[config.mk]
export PLATFORM = sky130hd
export DESIGN_NAME = io_bus_controller
export DESIGN_NICKNAME = d
export VERILOG_FILES = /design/src/rtl/io_bus_controller.sv
export SDC_FILE = /design/constraint.sdc
export NUM_CORES = 1
export LEC_CHECK = 0
export CORE_AREA = 2 2 99 101
export DETAILED_ROUTE_END_ITERATION = 10
export DIE_AREA = 0 0 101 103
export GPL_TIMING_DRIVEN = 0
export HOLD_SLACK_MARGIN = 0.15
export PLACE_DENSITY = 0.75
export SETUP_SLACK_MARGIN = 0.4
export SLEW_MARGIN = 30
export SYNTH_ARGS = -nofsm -noshare
export SYNTH_HDL_FRONTEND = slang
export SYNTH_SLANG_ARGS = --single-unit
[constraint.sdc]
create_clock -name clk -period 4.8 [get_ports clk]
set_input_delay 0.96 -clock clk [delete_from_list [all_inputs] [get_ports clk]]
set_output_delay 0.96 -clock clk [all_outputs]
set_load 0.005 [all_outputs]
[src/rtl/io_bus_controller.sv]
// MIPS IO bus controller: decodes data memory, keyboard and screen regions.
// Define IO_KBD_FIFO_EN for a 4-entry keyboard FIFO (default: 1-entry register).
module io_bus_controller #(
  parameter int unsigned SCR_TIMEOUT = 255,
  parameter logic [31:0] KBD_BASE    = 32'h1000_0000,
  parameter logic [31:0] SCR_BASE    = 32'h2000_0000
) (
  input  logic        clk,
  input  logic        reset,
  input  logic [31:0] cpu_addr,
  input  logic [31:0] cpu_wdata,
  input  logic        cpu_rd,
  input  logic        cpu_wr,
  output logic [31:0] cpu_rdata,
  output logic        cpu_stall,
  output logic [1:0]  unit_select,
  input  logic [31:0] dmem_rdata,
  output logic        dmem_we,
  output logic        scr_we,
  output logic [11:0] scr_addr,
  output logic [31:0] scr_wdata,
  input  logic        scr_ready,
  input  logic        kbd_valid,
  input  logic [7:0]  kbd_code
);

`ifdef IO_KBD_FIFO_EN
  localparam int DEPTH = 4;
`else
  localparam int DEPTH = 1;
`endif
  localparam int PW = (DEPTH > 1) ? $clog2(DEPTH) : 1;
  localparam int CW = $clog2(SCR_TIMEOUT + 1);
  localparam logic [CW-1:0] CNT_LAST = CW'(SCR_TIMEOUT - 1);
  localparam logic [2:0]    FULL_CNT = 3'(DEPTH);
  localparam logic [PW-1:0] PTR_LAST = PW'(DEPTH - 1);

  typedef enum logic {IDLE, SCR_WAIT} state_e;

  state_e        state_q, state_d;
  logic [CW-1:0] wait_cnt_q, wait_cnt_d;
  logic [11:0]   scr_addr_q, scr_addr_d;
  logic [31:0]   scr_wdata_q, scr_wdata_d;
  logic          scr_to_q, scr_to_d;
  logic [7:0]    mem_q [DEPTH];
  logic [7:0]    mem_d [DEPTH];
  logic [PW-1:0] wr_ptr_q, wr_ptr_d;
  logic [PW-1:0] rd_ptr_q, rd_ptr_d;
  logic [2:0]    cnt_q, cnt_d;
  logic          ovf_q, ovf_d;

  logic kbd_sel, scr_sel, rd_en, wr_en, st_wait, act;
  logic pop, push, full, ovf_set, stat_rd;
  logic scr_wr_req, to_rd;
  logic [31:0] kbd_rdata;
  logic unused_bits;

  assign kbd_sel = cpu_addr[31:28] == KBD_BASE[31:28];
  assign scr_sel = ~kbd_sel & (cpu_addr[31:28] == SCR_BASE[31:28]);
  assign wr_en   = cpu_wr;
  assign rd_en   = cpu_rd & ~cpu_wr;
  assign st_wait = state_q == SCR_WAIT;
  assign act     = ~st_wait & ~reset;
  assign unused_bits = ^{cpu_addr[27:14], cpu_addr[1:0]};

  assign full    = cnt_q == FULL_CNT;
  assign pop     = act & kbd_sel & rd_en & (cpu_addr[3:2] == 2'b00)
                 & (cnt_q != 3'd0);
  assign push    = kbd_valid & (~full | pop);
  assign ovf_set = kbd_valid & full & ~pop;
  assign stat_rd = act & kbd_sel & rd_en & (cpu_addr[3:2] == 2'b01);

  assign scr_wr_req = act & scr_sel & wr_en;
  assign to_rd      = act & scr_sel & rd_en;

  always_comb begin
    mem_d    = mem_q;
    wr_ptr_d = wr_ptr_q;
    rd_ptr_d = rd_ptr_q;
    cnt_d    = cnt_q + 3'(push) - 3'(pop);
    ovf_d    = ovf_q;
    if (push) begin
      mem_d[wr_ptr_q] = kbd_code;
      wr_ptr_d = (wr_ptr_q == PTR_LAST) ? '0 : wr_ptr_q + PW'(1);
    end
    if (pop) begin
      rd_ptr_d = (rd_ptr_q == PTR_LAST) ? '0 : rd_ptr_q + PW'(1);
    end
    // A fresh overflow wins over the clear from a status read.
    if (ovf_set) begin
      ovf_d = 1'b1;
    end else if (stat_rd) begin
      ovf_d = 1'b0;
    end
  end

  always_comb begin
    state_d     = state_q;
    wait_cnt_d  = wait_cnt_q;
    scr_addr_d  = scr_addr_q;
    scr_wdata_d = scr_wdata_q;
    scr_to_d    = scr_to_q;
    if (to_rd) begin
      scr_to_d = 1'b0;
    end
    unique case (state_q)
      IDLE: begin
        if (scr_wr_req & ~scr_ready) begin
          state_d     = SCR_WAIT;
          wait_cnt_d  = '0;
          scr_addr_d  = cpu_addr[13:2];
          scr_wdata_d = cpu_wdata;
        end
      end
      SCR_WAIT: begin
        wait_cnt_d = wait_cnt_q + CW'(1);
        if (scr_ready) begin
          state_d    = IDLE;
          wait_cnt_d = '0;
        end else if (wait_cnt_q == CNT_LAST) begin
          state_d    = IDLE;
          wait_cnt_d = '0;
          scr_to_d   = 1'b1;
        end
      end
      default: state_d = IDLE;
    endcase
  end

  always_ff @(posedge clk) begin
    if (reset) begin
      state_q     <= IDLE;
      wait_cnt_q  <= '0;
      scr_addr_q  <= '0;
      scr_wdata_q <= '0;
      scr_to_q    <= 1'b0;
      wr_ptr_q    <= '0;
      rd_ptr_q    <= '0;
      cnt_q       <= '0;
      ovf_q       <= 1'b0;
      for (int i = 0; i < DEPTH; i++) begin
        mem_q[i] <= '0;
      end
    end else begin
      state_q     <= state_d;
      wait_cnt_q  <= wait_cnt_d;
      scr_addr_q  <= scr_addr_d;
      scr_wdata_q <= scr_wdata_d;
      scr_to_q    <= scr_to_d;
      wr_ptr_q    <= wr_ptr_d;
      rd_ptr_q    <= rd_ptr_d;
      cnt_q       <= cnt_d;
      ovf_q       <= ovf_d;
      mem_q       <= mem_d;
    end
  end

  always_comb begin
    kbd_rdata = 32'h0;
    case (cpu_addr[3:2])
      2'b00: begin
        if (cnt_q != 3'd0) begin
          kbd_rdata = {23'b0, 1'b1, mem_q[rd_ptr_q]};
        end
      end
      2'b01:   kbd_rdata = {23'b0, ovf_q, 5'b0, cnt_q};
      default: kbd_rdata = 32'h0;
    endcase
  end

  always_comb begin
    cpu_rdata = dmem_rdata;
    unique case (1'b1)
      kbd_sel: cpu_rdata = kbd_rdata;
      scr_sel: cpu_rdata = {31'b0, scr_to_q};
      default: cpu_rdata = dmem_rdata;
    endcase
  end

  always_comb begin
    unit_select = 2'b00;
    unique case (1'b1)
      (~st_wait & kbd_sel): unit_select = 2'b01;
      (st_wait | scr_sel):  unit_select = 2'b10;
      default:              unit_select = 2'b00;
    endcase
  end

  assign dmem_we   = act & wr_en & ~kbd_sel & ~scr_sel;
  assign cpu_stall = ~reset & st_wait;
  assign scr_we    = ~reset & (st_wait | scr_wr_req);
  assign scr_addr  = st_wait ? scr_addr_q : cpu_addr[13:2];
  assign scr_wdata = st_wait ? scr_wdata_q : cpu_wdata;

endmodule

After elaboration in Yosys (flattened, before gate mapping)
Index checks and enable logic that the tools add are counted.
{"block": "word_totals", "inputBits": 110, "elab_cells": 86, "ff_bits": 68, "out_inout_bits": 81}
{"block": "op_classes", "addsub": 5, "magnitude_cmp": 3, "bitwise_logic": 32, "mux": 25, "reduce_logical": 5, "n_eq_ne": 6}
{"op": "$pmux W32 S2", "count": 2}
{"op": "$mux W8", "count": 5}
{"op": "$mux W32", "count": 1}
{"op": "$and A1 B1 Y1", "count": 21}
{"op": "$pmux W8 S2", "count": 1}
{"op": "$mux W12", "count": 1}
{"op": "$mux W1", "count": 11}
{"op": "$mux W9", "count": 1}
{"op": "$add A8 B1 Y8 const B", "count": 1}
{"op": "$bwmux W8", "count": 1}
{"op": "$eq A8 B8 Y1 const B", "count": 1}
{"op": "$not A1 Y1", "count": 8}
{"op": "$eq A4 B1 Y1 const B", "count": 1}
{"op": "$eq A4 B2 Y1 const B", "count": 1}
{"op": "$pmux W2 S2", "count": 1}
{"op": "$add A3 B1 Y3", "count": 1}
{"op": "$eq A3 B1 Y1 const B", "count": 1}
{"op": "$or A1 B1 Y1", "count": 3}
{"op": "$reduce_bool A3 Y1", "count": 1}
{"op": "$sub A3 B1 Y3", "count": 1}
{"op": "$add A1 B1 Y1 const B", "count": 2}
{"op": "$eq A2 B1 Y1 const B", "count": 1}
{"op": "$logic_not A2 Y1", "count": 1}
{"op": "$lt A1 B1 Y1 const B", "count": 2}
{"op": "6 further kinds", "count": 6}

Longest topological paths before layout
{"block": "logic_depth", "depth_word": 10, "depth_mapped": 14, "depth_no_buf": 12}

Worst setup path after synthesis
Ideal clock, no wire load.
{"block": "synth_timing", "kind": "input-to-reg", "startpoint": "input port reset", "endpoint": "register cnt_q[2]", "setup_slack_ns": 1.112, "arrival_time_ns": 3.560, "t_required_ns": 4.672, "path_stages": 14, "setup_time_ns": 0.128, "n_path_buf": 2, "path_cell_list": "buf_6 or4b_2 nor4b_2 o21a_1 buf_6 inv_1 ha_1 inv_1 ha_1 inv_1 fa_1 xor2_1 xnor2_1 nor2_1"}
{"block": "synth_via", "elab_chain_cells": 10}
{"element": "start, declared", "line": "9", "source": "input logic reset,"}
{"element": "$not A1 Y1", "line": "63", "source": "assign act = ~st_wait & ~reset;"}
{"element": "$and A1 B1 Y1", "line": "63"}
{"element": "$and A1 B1 Y1 (3 in series)", "line": "67", "source": "assign pop = act & kbd_sel & rd_en & (cpu_addr[3:2] == 2'b00)"}
{"element": "$and A1 B1 Y1", "line": "68", "source": "& (cnt_q != 3'd0);"}
{"element": "$or A1 B1 Y1", "line": "69", "source": "assign push = kbd_valid & (~full | pop);"}
{"element": "$and A1 B1 Y1", "line": "69"}
{"element": "$add A3 B1 Y3", "line": "80", "source": "cnt_d = cnt_q + 3'(push) - 3'(pop);"}
{"element": "$sub A3 B1 Y3", "line": "80"}
{"element": "end signal, assigned", "line": "152", "source": "cnt_q <= cnt_d;"}
{"element": "end, declared", "line": "49", "source": "logic [2:0] cnt_q, cnt_d;"}
Several ways; a longest one is shown, not always the timed one.
A chain may end at the register's enable or synchronous reset.

Final worst setup path
{"block": "layout_timing", "startpoint": "input port cpu_addr[28]", "endpoint": "output port cpu_rdata[7]"}
{"block": "layout_via", "elab_chain_cells": 4, "word_cells_on_any_way": 5, "classes_between": "2 x eq/ne; 1 x mux; 2 x bitwise"}
{"element": "start, declared", "line": "10", "source": "input logic [31:0] cpu_addr,"}
{"element": "$eq A4 B1 Y1", "line": "58", "source": "assign kbd_sel = cpu_addr[31:28] == KBD_BASE[31:28];"}
{"element": "$not A1 Y1", "line": "59", "source": "assign scr_sel = ~kbd_sel & (cpu_addr[31:28] == SCR_BASE[31:28]);"}
{"element": "$and A1 B1 Y1", "line": "59"}
{"element": "$pmux W32 S2 *", "line": "173", "source": "unique case (1'b1)"}
{"element": "end, declared", "line": "14", "source": "output logic [31:0] cpu_rdata,"}
Mark *: on every way between the ends. The rest lies on a longest branch, timed or not.

==> metrics.json <==
{
  "worst_clock_skew": {"value": 7.79, "unit": "ps"},
  "finalHoldViolCount": {"value": 0},
  "tritoncts_clock_tree": {"value": "built"},
  "die_height": {"value": 103, "unit": "µm"},
  "gp_congestion": {"value": 0.879},
  "share_of_final_layout_standard_cells_stronger_than_drive_strength_1": {"value": 12.7, "unit": "%"},
  "grtUsageTotal": {"value": 20.6, "unit": "%"},
  "via_density_per_instance": {"value": 5.05},
  "hp-class": {"value": "reg -> reg"},
  "cts_num_sinks": {"value": 66},
  "totalNegativeSetupSlack": {"value": 0, "unit": "ps"},
  "ys_warn_count": {"value": 0},
  "power.switching": {"value": 339, "unit": "µW"},
  "r2r_cells": {"value": 13},
  "worst_setup_hold_path_clk_slew": {"value": 80, "unit": "ps"},
  "clockRootBuffer": {"value": "sky130_fd_sc_hd__clkbuf_8"},
  "worstSetupPathType": {"value": "in -> out"},
  "post_drt_wl_per_cell": {"value": 14.8, "unit": "µm"},
  "worst_ep_required_time": {"value": 3840, "unit": "ps"},
  "drt.antenna.violating_nets": {"value": 0},
  "most_repeated_cell_in_the_gate_level_netlist_after_synthesis": {"value": "sky130_fd_sc_hd__nand2_1"},
  "synth_top_area_share": {"value": 37.4, "unit": "%"},
  "p_int": {"value": 1.10, "unit": "mW"},
  "grt_pass1_wl": {"value": 16900, "unit": "µm"},
  "hold_path_depth": {"value": 2},
  "critPathMaxFanout": {"value": 9},
  "synth-compound-area-share": {"value": 14.4, "unit": "%"},
  "dr_total_vias": {"value": 3687},
  "post_synth_num_cell_types": {"value": 51},
  "yosys_register_bits": {"value": 66},
  "status": {"value": "finished, final reports clean"},
  "grt_max_degree": {"value": 13},
  "dieWidth": {"value": 101, "unit": "µm"},
  "grt_antenna_before_repair": {"value": 0},
  "ios": {"value": 191},
  "power.share.clock": {"value": 39.5, "unit": "%"},
  "drc_errors": {"value": 0},
  "final_net_count": {"value": 726},
  "drt-total-wl": {"value": 10800, "unit": "µm"},
  "synth_top_flop_cell": {"value": "sky130_fd_sc_hd__dfxtp_1"},
  "yosysSeqAreaShare": {"value": 37.4, "unit": "%"},
  "number_of_pins_exceeding_their_max_slew_limit_in_the_final_report": {"value": 0},
  "synthesized_area_fraction_occupied_by_and_or_nand_nor_cells": {"value": 23.7, "unit": "%"},
  "share_of_the_synthesized_netlist_area_taken_by_xor_and_xnor_gates": {"value": 0.743, "unit": "%"},
  "cts-buffers-inserted": {"value": 9},
  "cts.repair_timing.setup_buffer_count": {"value": 0},
  "worst-slew-pin-transition": {"value": 731, "unit": "ps"},
  "area_growth": {"value": 59.9, "unit": "%"},
  "p_leak": {"value": 2.04, "unit": "nW"},
  "netlist_area": {"value": 3540, "unit": "µm²"},
  "fp-row-count": {"value": 36},
  "synth_fa_ha_area_share": {"value": 1.98, "unit": "%"},
  "ys_top_cells_by_area": {"value": "sky130_fd_sc_hd__dfxtp_1, sky130_fd_sc_hd__mux2_2, sky130_fd_sc_hd__nand2_1"},
  "layout.core_utilization": {"value": 59.8, "unit": "%"},
  "synth_mux_area_share": {"value": 16.0, "unit": "%"},
  "start_util": {"value": 37.4, "unit": "%"},
  "grt-ovfl-total": {"value": 0},
  "synth_largest_area_cell": {"value": "sky130_fd_sc_hd__dfxtp_1"},
  "setup_viol": {"value": 0},
  "synth_nets": {"value": 542},
  "worst_setup_path_end_kind": {"value": "output port"},
  "number_of_global_route_vias_before_repair": {"value": 3519},
  "postcts_resize_cnt": {"value": 0},
  "synth-edff-count": {"value": 0},
  "cts_htree_levels": {"value": 3},
  "die_area": {"value": 10400, "unit": "µm²"},
  "average_cell_area_after_synthesis": {"value": 8.28, "unit": "µm²"},
  "rsz0062_at_grt": {"value": "no"},
  "num_antenna_cells": {"value": 0},
  "i_o_buffers": {"value": 173},
  "drt_first_iter_violations": {"value": 111},
  "crit_arrival": {"value": 3170, "unit": "ps"},
  "slew-limit-headroom": {"value": 50.9, "unit": "%"},
  "place.detailed.hpwl": {"value": 8180, "unit": "µm"},
  "timing.final.crit_share": {"value": 86.0, "unit": "%"},
  "cellPowerDensity": {"value": 254, "unit": "nW/µm²"},
  "final.min_clock_period": {"value": 4130, "unit": "ps"},
  "comb_power_share": {"value": 20.3, "unit": "%"},
  "power_frac_seq": {"value": 40.2, "unit": "%"},
  "clock_path_buffers": {"value": 2},
  "swShare": {"value": 23.6, "unit": "%"},
  "max_freq": {"value": 242, "unit": "MHz"},
  "synthCells": {"value": 427},
  "cp-start-kind": {"value": "input port"},
  "worst_skew_pair_latency": {"value": 340, "unit": "ps"},
  "post_synth_most_frequent_cells": {"value": "sky130_fd_sc_hd__nand2_1, sky130_fd_sc_hd__dfxtp_1, sky130_fd_sc_hd__a21oi_1, sky130_fd_sc_hd__mux2_2, sky130_fd_sc_hd__and3_1"},
  "drtPass1Iterations": {"value": 5},
  "core_area": {"value": 9460, "unit": "µm²"},
  "worst_ir_drop_vdd": {"value": 0.196, "unit": "mV"},
  "largest_family_of_logic_cells_by_synthesized_area": {"value": "simple AND/OR/NAND/NOR gates"},
  "share_of_synthesized_flip_flops_with_an_asynchronous_set_or_reset": {"value": 0, "unit": "%"},
  "cts-hold-fix-buffers": {"value": 0},
  "drv_cap": {"value": 0}
}
[power groups by stage]
stage / clock network (mW) / registers (mW) / logic (mW)
floorplan: 0 / 0.587 / 0.113
global placement: 0 / 0.589 / 0.286
detailed placement: 0 / 0.590 / 0.291
CTS: 0.579 / 0.578 / 0.294
global route: 0.602 / 0.581 / 0.316
finish: 0.568 / 0.578 / 0.293
[path summary, 6_finish.rpt]
kind                                      start              end  slack (ps)
worst min register to register  scr_wdata_q[10]  scr_wdata_q[10]         450
worst min-delay path            scr_wdata_q[10]  scr_wdata_q[10]         450
worst max-delay path               cpu_addr[28]     cpu_rdata[7]         670
worst max register to register          st_wait         cnt_q[2]        1700
[metal layers]
metal | vias to the layer above | global-route usage (%) | wire length [µm]
li1 | 1856 | - | -
met1 | 1704 | 26.3 | 4800
met2 | 115 | 35.1 | 5390
met3 | 12 | 3.66 | 483
met4 | 0 | 7.17 | 136
met5 | - | 0 | 0
[kinds of logic (layout without fill, tap and decap cells)]
kind of cell	Yosys count	count (layout)
AOI/OAI and AO/OA	84	84
DFF	66	66
buffers and inverters	39	228
xor gates and xnor gates	3	3
and+or+nand+nor	179	179
muxes	51	51
adders and majority gates	5	5
[stage by stage]
| stage | hold WS (ps) | setup WS, ps | instances | power (mW) | instance area [µm²] |
|---|---|---|---|---|---|
| final | 454 | 672 | 730 | 1.44 | 5650 |
| after global routing | 476 | 523 | 730 | 1.50 | 5650 |
| after floorplan | 433 | 1110 | 427 | 0.699 | 3540 |
| after CTS | 458 | 533 | 730 | 1.45 | 5650 |
| after global placement | 439 | 566 | 714 | 0.876 | 5410 |
| after detailed placement | 445 | 504 | 714 | 0.881 | 5410 |
[sequential cells by signal, indices dropped and copies added, names as in the netlist]
name	count
scr_to_q	1
wait_cnt_q	8
scr_addr_q	12
st_wait	1
cnt_q	3
ovf_q	1
mem_q	8
scr_wdata_q	32
[area by class of cell]
class                   count  area (µm²)
well taps                 114         143
fillers                   865        3800
repair buffers            173        1730
inverters                   9        33.8
clock inverters             7         118
clock buffers               9         124
multi-input cells         322        2010
plain buffers              30         171
flip-flops and latches     66        1320
[cells in the final DEF, fill, tap and decap left out, types with 3 or more instances in the layout]
cell and instances:
sky130_fd_sc_hd__buf_2 5, sky130_fd_sc_hd__clkbuf_1 13, sky130_fd_sc_hd__bufinv_16 3, sky130_fd_sc_hd__nand2b_1 4
sky130_fd_sc_hd__ha_1 4, sky130_fd_sc_hd__clkdlybuf4s50_1 173, sky130_fd_sc_hd__inv_1 8, sky130_fd_sc_hd__buf_6 7
sky130_fd_sc_hd__nor2_1 15, sky130_fd_sc_hd__o21ai_0 7, sky130_fd_sc_hd__buf_1 5, sky130_fd_sc_hd__nand2_1 111
sky130_fd_sc_hd__dfxtp_1 66, sky130_fd_sc_hd__a31oi_1 3, sky130_fd_sc_hd__nor3_1 5, sky130_fd_sc_hd__and3_1 24
sky130_fd_sc_hd__a22o_1 6, sky130_fd_sc_hd__clkbuf_8 9, sky130_fd_sc_hd__nand3_1 3, sky130_fd_sc_hd__mux2_2 43
sky130_fd_sc_hd__a21oi_1 50, sky130_fd_sc_hd__mux2i_1 8
[critical path, cell delays in order]
cell                              delay [ps]
sky130_fd_sc_hd__clkdlybuf4s50_1         540
sky130_fd_sc_hd__or4b_1                  440
sky130_fd_sc_hd__clkbuf_1                220
sky130_fd_sc_hd__nor2_2                  310
sky130_fd_sc_hd__a22o_1                  190
sky130_fd_sc_hd__clkdlybuf4s50_1         500
Power figures use the tool's default switching activity.
